$ cat config.mk
export PLATFORM = sky130hd
export DESIGN_NAME = adc_responder
export DESIGN_NICKNAME = d
export VERILOG_FILES = /design/src/rtl/adc_responder.sv
export SDC_FILE = /design/constraint.sdc
export NUM_CORES = 1
export LEC_CHECK = 0
export ABC_CLOCK_PERIOD_IN_PS = 2200
export BUFFER_PORTS_ARGS = -buffer_cell sky130_fd_sc_hd__buf_4
export CAP_MARGIN = 10
export CORE_MARGIN = 5
export CORE_UTILIZATION = 25
export DETAILED_ROUTE_END_ITERATION = 7
export GPL_ROUTABILITY_DRIVEN = 0
export PLACE_DENSITY_LB_ADDON = 0.3
export SLEW_MARGIN = 20
export SYNTH_ARGS = -nofsm -noshare
export SYNTH_HDL_FRONTEND = slang
export SYNTH_SLANG_ARGS = --single-unit
$ cat constraint.sdc
create_clock -name clk -period 2.2 [get_ports clk]
set_input_delay 0.33 -clock clk [delete_from_list [all_inputs] [get_ports clk]]
set_output_delay 0.33 -clock clk [all_outputs]
set_load 0.01 [all_outputs]
$ cat src/rtl/adc_responder.sv
// SPI-style ADC slave model: decodes a start/SGL/ODD/MSBF command and shifts
// back a null bit plus a 10-bit sample, all logic clocked on the fast clk.
`timescale 1ns/1ps
module adc_responder (
  input  logic       clk,
  input  logic       reset,
  input  logic       sclk,
  input  logic       ncs,
  input  logic       mosi,
  input  logic [9:0] sample0,
  input  logic [9:0] sample1,
  output logic       miso,
  output logic       miso_oe,
  output logic       channel,
  output logic       done,
  output logic       abort
);

  localparam logic [2:0] S_IDLE  = 3'd0;
  localparam logic [2:0] S_WAIT  = 3'd1;
  localparam logic [2:0] S_CMD   = 3'd2;
  localparam logic [2:0] S_NULL  = 3'd3;
  localparam logic [2:0] S_DATA  = 3'd4;
  localparam logic [2:0] S_HOLD  = 3'd5;

  logic [2:0] sclk_sync_q, sclk_sync_d;
  logic [2:0] ncs_sync_q,  ncs_sync_d;
  logic [1:0] mosi_sync_q, mosi_sync_d;
  logic [2:0] vld_pipe_q,  vld_pipe_d;
  logic       armed_q,     armed_d;
  logic [2:0] state_q,     state_d;
  logic [3:0] cnt_q,       cnt_d;
  logic [9:0] shift_q,     shift_d;
  logic       miso_q,      miso_d;
  logic       miso_oe_q,   miso_oe_d;
  logic       channel_q,   channel_d;
  logic       done_q,      done_d;
  logic       abort_q,     abort_d;

  logic sync_ok, ncs_low, sclk_rise, sclk_fall, ncs_rise, ncs_fall, mosi_s;

  // Stage [1] is the synchronized level, stage [2] the previous one.
  always_comb begin
    sclk_sync_d = {sclk_sync_q[1:0], sclk};
    ncs_sync_d  = {ncs_sync_q[1:0], ncs};
    mosi_sync_d = {mosi_sync_q[0], mosi};
    vld_pipe_d  = {vld_pipe_q[1:0], 1'b1};
  end

  // Edges are only trusted once the synchronizers hold real pin samples,
  // so reset values never masquerade as transitions.
  assign sync_ok   = vld_pipe_q[2];
  assign ncs_low   = ~ncs_sync_q[1];
  assign mosi_s    = mosi_sync_q[1];
  assign sclk_rise = sync_ok & ncs_low &  sclk_sync_q[1] & ~sclk_sync_q[2];
  assign sclk_fall = sync_ok & ncs_low & ~sclk_sync_q[1] &  sclk_sync_q[2];
  assign ncs_rise  = sync_ok &  ncs_sync_q[1] & ~ncs_sync_q[2];
  assign ncs_fall  = sync_ok & ~ncs_sync_q[1] &  ncs_sync_q[2];

  always_comb begin
    state_d   = state_q;
    cnt_d     = cnt_q;
    shift_d   = shift_q;
    miso_d    = miso_q;
    miso_oe_d = miso_oe_q;
    channel_d = channel_q;
    done_d    = 1'b0;
    abort_d   = 1'b0;
    // A frame is only accepted after ncs has been seen high since reset.
    armed_d   = armed_q | (sync_ok & ncs_sync_q[2]);

    if (state_q == S_IDLE) begin
      miso_d    = 1'b0;
      miso_oe_d = 1'b0;
      if (armed_q && ncs_fall) begin
        state_d   = S_WAIT;
        miso_oe_d = 1'b1;
      end
    end else if (ncs_rise) begin
      // ncs wins over any sclk edge seen in the same cycle.
      state_d   = S_IDLE;
      miso_d    = 1'b0;
      miso_oe_d = 1'b0;
      abort_d   = (state_q != S_HOLD);
    end else begin
      case (state_q)
        S_WAIT: begin
          if (sclk_rise && mosi_s) begin
            state_d = S_CMD;
            cnt_d   = 4'd0;
          end
        end
        S_CMD: begin
          if (sclk_rise) begin
            if (cnt_q == 4'd1)
              channel_d = mosi_s;
            if (cnt_q == 4'd2) begin
              shift_d = channel_q ? sample1 : sample0;
              state_d = S_NULL;
            end else begin
              cnt_d = cnt_q + 4'd1;
            end
          end
        end
        S_NULL: begin
          if (sclk_fall) begin
            miso_d  = 1'b0;
            state_d = S_DATA;
            cnt_d   = 4'd0;
          end
        end
        S_DATA: begin
          if (sclk_fall && cnt_q != 4'd10) begin
            miso_d  = shift_q[9];
            shift_d = {shift_q[8:0], 1'b0};
            cnt_d   = cnt_q + 4'd1;
          end else if (sclk_rise && cnt_q == 4'd10) begin
            done_d  = 1'b1;
            miso_d  = 1'b0;
            state_d = S_HOLD;
          end
        end
        S_HOLD: miso_d = 1'b0;
        default: begin
          state_d   = S_IDLE;
          miso_d    = 1'b0;
          miso_oe_d = 1'b0;
        end
      endcase
    end
  end

  always_ff @(posedge clk or posedge reset) begin
    if (reset) begin
      sclk_sync_q <= 3'b000;
      ncs_sync_q  <= 3'b111;
      mosi_sync_q <= 2'b00;
      vld_pipe_q  <= 3'b000;
      armed_q     <= 1'b0;
      state_q     <= S_IDLE;
      cnt_q       <= 4'd0;
      shift_q     <= 10'd0;
      miso_q      <= 1'b0;
      miso_oe_q   <= 1'b0;
      channel_q   <= 1'b0;
      done_q      <= 1'b0;
      abort_q     <= 1'b0;
    end else begin
      sclk_sync_q <= sclk_sync_d;
      ncs_sync_q  <= ncs_sync_d;
      mosi_sync_q <= mosi_sync_d;
      vld_pipe_q  <= vld_pipe_d;
      armed_q     <= armed_d;
      state_q     <= state_d;
      cnt_q       <= cnt_d;
      shift_q     <= shift_d;
      miso_q      <= miso_d;
      miso_oe_q   <= miso_oe_d;
      channel_q   <= channel_d;
      done_q      <= done_d;
      abort_q     <= abort_d;
    end
  end

  assign miso    = miso_q;
  assign miso_oe = miso_oe_q;
  assign channel = channel_q;
  assign done    = done_q;
  assign abort   = abort_q;

endmodule

==> results by group <==
Run status
  • Status: finished clean

Synth
  • Flops & latches, synth: 34
  • Area leader, netlist: dfrtp_1
  • Synth Area in Compound Gates: 0.1613
  • Post-synth top area share: 0.4312
  • Synth Cell Area: 1799 sq um
  • Main combinational cell family by area after synthesis: simple AND/OR/NAND/NOR gates
  • Ys flop type: dfrtp_1
  • Post-Syn Instances: 169
  • Yosys warns: 0
  • Post-synth top cells: dfrtp_1 (31), nand2_1 (14), o21ai_0 (14)
  • Post-synth EDFFs: 0
  • Syn nets: 197
  • Mux cell area share after synthesis: 0.1412
  • Count leader, synth: dfrtp_1
  • Share of synthesized registers carrying an async set or reset: 1.000
  • Seq/Total Area, Yosys: 0.4750
  • Synth top area cells: dfrtp_1 (43%), mux2_2 (6.9%), mux2i_1 (5.6%)
  • Adder-Cell Fraction of Synth Area: 0.02086
  • Synth Area in Simple Gates: 0.1648
  • Post-Synth XOR/XNOR Area: 0.004868
  • Syn Area/Cell: 10.65 sq um
  • Synth unique cells: 46

Run
  • Max Cap Viol: 0

Final layout
  • Area Overhead vs Synth: 29.69%
  • # fillers: 759
  • Nets: 242
  • Ant diodes: 0
  • Share of layout cells above drive strength 1: 0.3349

Pwr
  • Areal power density over the cells: 719.5 nW/um^2
  • Peak VDD IR: 0.2559 mV
  • Leakage: 1.026 nW
  • Total power: 1.679 mW

Worst setup path
  • CP Launch Type: flip-flop
  • Crit path DAT: 2220 ps
  • Setup CP Type: reg -> reg
  • Worst r2r src: sclk_sync_q[2]$_DFF_PP0_
  • Crit Reg-Reg Endpoint: shift_q[7]$_DFFE_PP0P_
  • R2R depth: 6
  • R2r setup slk: 150 ps
  • Worst setup endpoint: shift_q[7]$_DFFE_PP0P_
  • Critical path required time: 2370 ps
  • Worst Path Max Fanout: 10
  • Crit path launch: sclk_sync_q[2]$_DFF_PP0_
  • Setup crit end kind: flip-flop

CTS
  • Worst-skew pair later-pin latency: 280 ps
  • CTS Buf Count: 5
  • H-tree depth: 2
  • Post-CTS Setup Repair Bufs: 0
  • Clock root cell: clkbuf_8
  • Reg clk slew, reported paths: 70 ps
  • CTS tree: yes
  • Clock tree buffer depth: 2
  • Clk sinks: 34
  • Post-CTS Resized: 0
  • Hold Buf Count CTS: 0

Global routing
  • GR Util All Layers: 0.09466
  • Total congestion overflow: 0
  • GR Util met1: 0.1265
  • Grt met2 use: 0.1392
  • Initial antenna violation count: 0
  • First-pass GRT wire length: 6.589 mm
  • Vias in the first global route: 1344
  • Maximum number of pins on one net before global-route repair: 35
  • Grt met3 use: 0.03028
  • Layer with the highest usage: met2

Floorplanning
  • I/O pin total: 30
  • Die height: 94.84 um
  • Cell Rows: 31
  • Core ar.: 7137 sq um
  • Die X: 94.84 um
  • Die ar.: 8994 sq um
  • Effective utilization at floorplan: 0.2521

Timing
  • Final-report setup violation count: 0
  • Worst Skew: 6.703 ps
  • Final hold viol count: 0
  • Worst Tran Pin Value: 588.2 ps
  • Fin crit share: 0.9328
  • Max Freq: 0.4873 GHz
  • Final Slew Violations: 0
  • Minimum clock period: 2052 ps
  • Normalized max-slew margin: 0.6070
  • Unrepaired setup endpoints after global routing: no
  • Final setup TNS: 0 ps

Placement
  • # port buffers: 29
  • Dpl hpwl: 2.911 mm

Routing
  • DRC: 0
  • Per-cell routed wire length: 12.68 um
  • Vias post-DR: 1423
  • Initial DRC Count: 141
  • Final ANT Viol Nets: 0
  • Initial DRT Pass Iterations: 4
  • Post-Route WL: 3.980 mm
  • Avg Vias per Cell: 4.532

Hold path
  • Hold/Removal Path Class: in -> async
-- per-stage QoR --
| stage | setup slack [ps] | cells | area [sq um] | hold slack [ps] | utilization |
|---|---|---|---|---|---|
| 2_1_floorplan | 39.36 | 169 | 1799 | 331.2 | - |
| 3_3_place_gp | 148.7 | 306 | 2253 | 331.8 | 0.3157 |
| 3_5_place_dp | 154.9 | 306 | 2253 | 334.7 | 0.3157 |
| 4_1_cts | 135.8 | 314 | 2333 | 142.0 | 0.3270 |
| 5_1_grt | 32.17 | 314 | 2333 | 136.8 | 0.3270 |
| 6_report | 147.8 | 314 | 2333 | 142.6 | 0.3270 |
-- cell type report --
class	count	area (sq um)	area share
clock buffer	8	80.08	0.03432
inverter	5	18.77	0.008043
timing repair buffer	47	365.4	0.1566
multi-input combinational	121	890.9	0.3818
tap	99	123.9	0.05308
sequential	34	854.6	0.3662
-- critical path: stages (launching register included) --
cell and delay (ps):
dfrtp_1 380, and4bb_4 360, and2_1 150, a31oi_1 130
a2111oi_4 410, buf_12 190, mux2_2 330
-- worst min path at each step --
stage          cells after the start                        to                startpoint  slack (ps)
3_5_place_dp                       0  sclk_sync_q[1]$_DFF_PP0_  sclk_sync_q[0]$_DFF_PP0_         330
4_1_cts                            1  sclk_sync_q[0]$_DFF_PP0_                      sclk         140
6_report                           3  sclk_sync_q[0]$_DFF_PP0_                     reset         140
2_1_floorplan                      0  mosi_sync_q[1]$_DFF_PP0_  mosi_sync_q[0]$_DFF_PP0_         330
3_3_place_gp                       0   vld_pipe_q[1]$_DFF_PP0_   vld_pipe_q[0]$_DFF_PP0_         330
5_1_grt                            1  sclk_sync_q[0]$_DFF_PP0_                      sclk         140
-- cell usage in the layout (no fill, tap or decap), types with 3 or more instances in the layout --
master    count
a21o_1        3
a21oi_1       6
a31oi_1       4
buf_4        46
clkbuf_1      3
clkbuf_8      5
dfrtp_1      31
dfstp_2       3
ha_1          3
inv_1         5
mux2_2       11
mux2i_1      10
nand2_1      14
nand3_1       4
nor2_1        8
nor2b_1       4
nor3_1        3
o21ai_0      14
-- power breakdown --
part | leakage [nW] | switching (mW) | internal [mW]
logic | 0.549 | 0.257 | 0.237
registers | 0.437 | 0.0578 | 0.690
clock network | 0.0395 | 0.213 | 0.225
-- state kept, by name, summed over array words and instances, names as in the netlist --
register / cells
miso: 1
mosi_sync_q: 2
sclk_sync_q: 3
vld_pipe_q: 3
cnt_q: 4
channel: 1
abort: 1
armed_q: 1
done: 1
ncs_sync_q: 3
state_q: 3
miso_oe: 1
shift_q: 10
-- cell families after synthesis --
logic type,count (synthesis)
simple gates,52
compound gates,41
flops,34
mux,23
buf+inv,14
fa+ha+maj,3
other cells,1
xor+xnor,1
-- routing by layer --
metal  share of wire  routed length [um]
met2            0.44                1766
met5               0                   0
met4           0.019                  74
met1            0.48                1893
met3           0.062                 246
(Power assumes the default switching activity.)
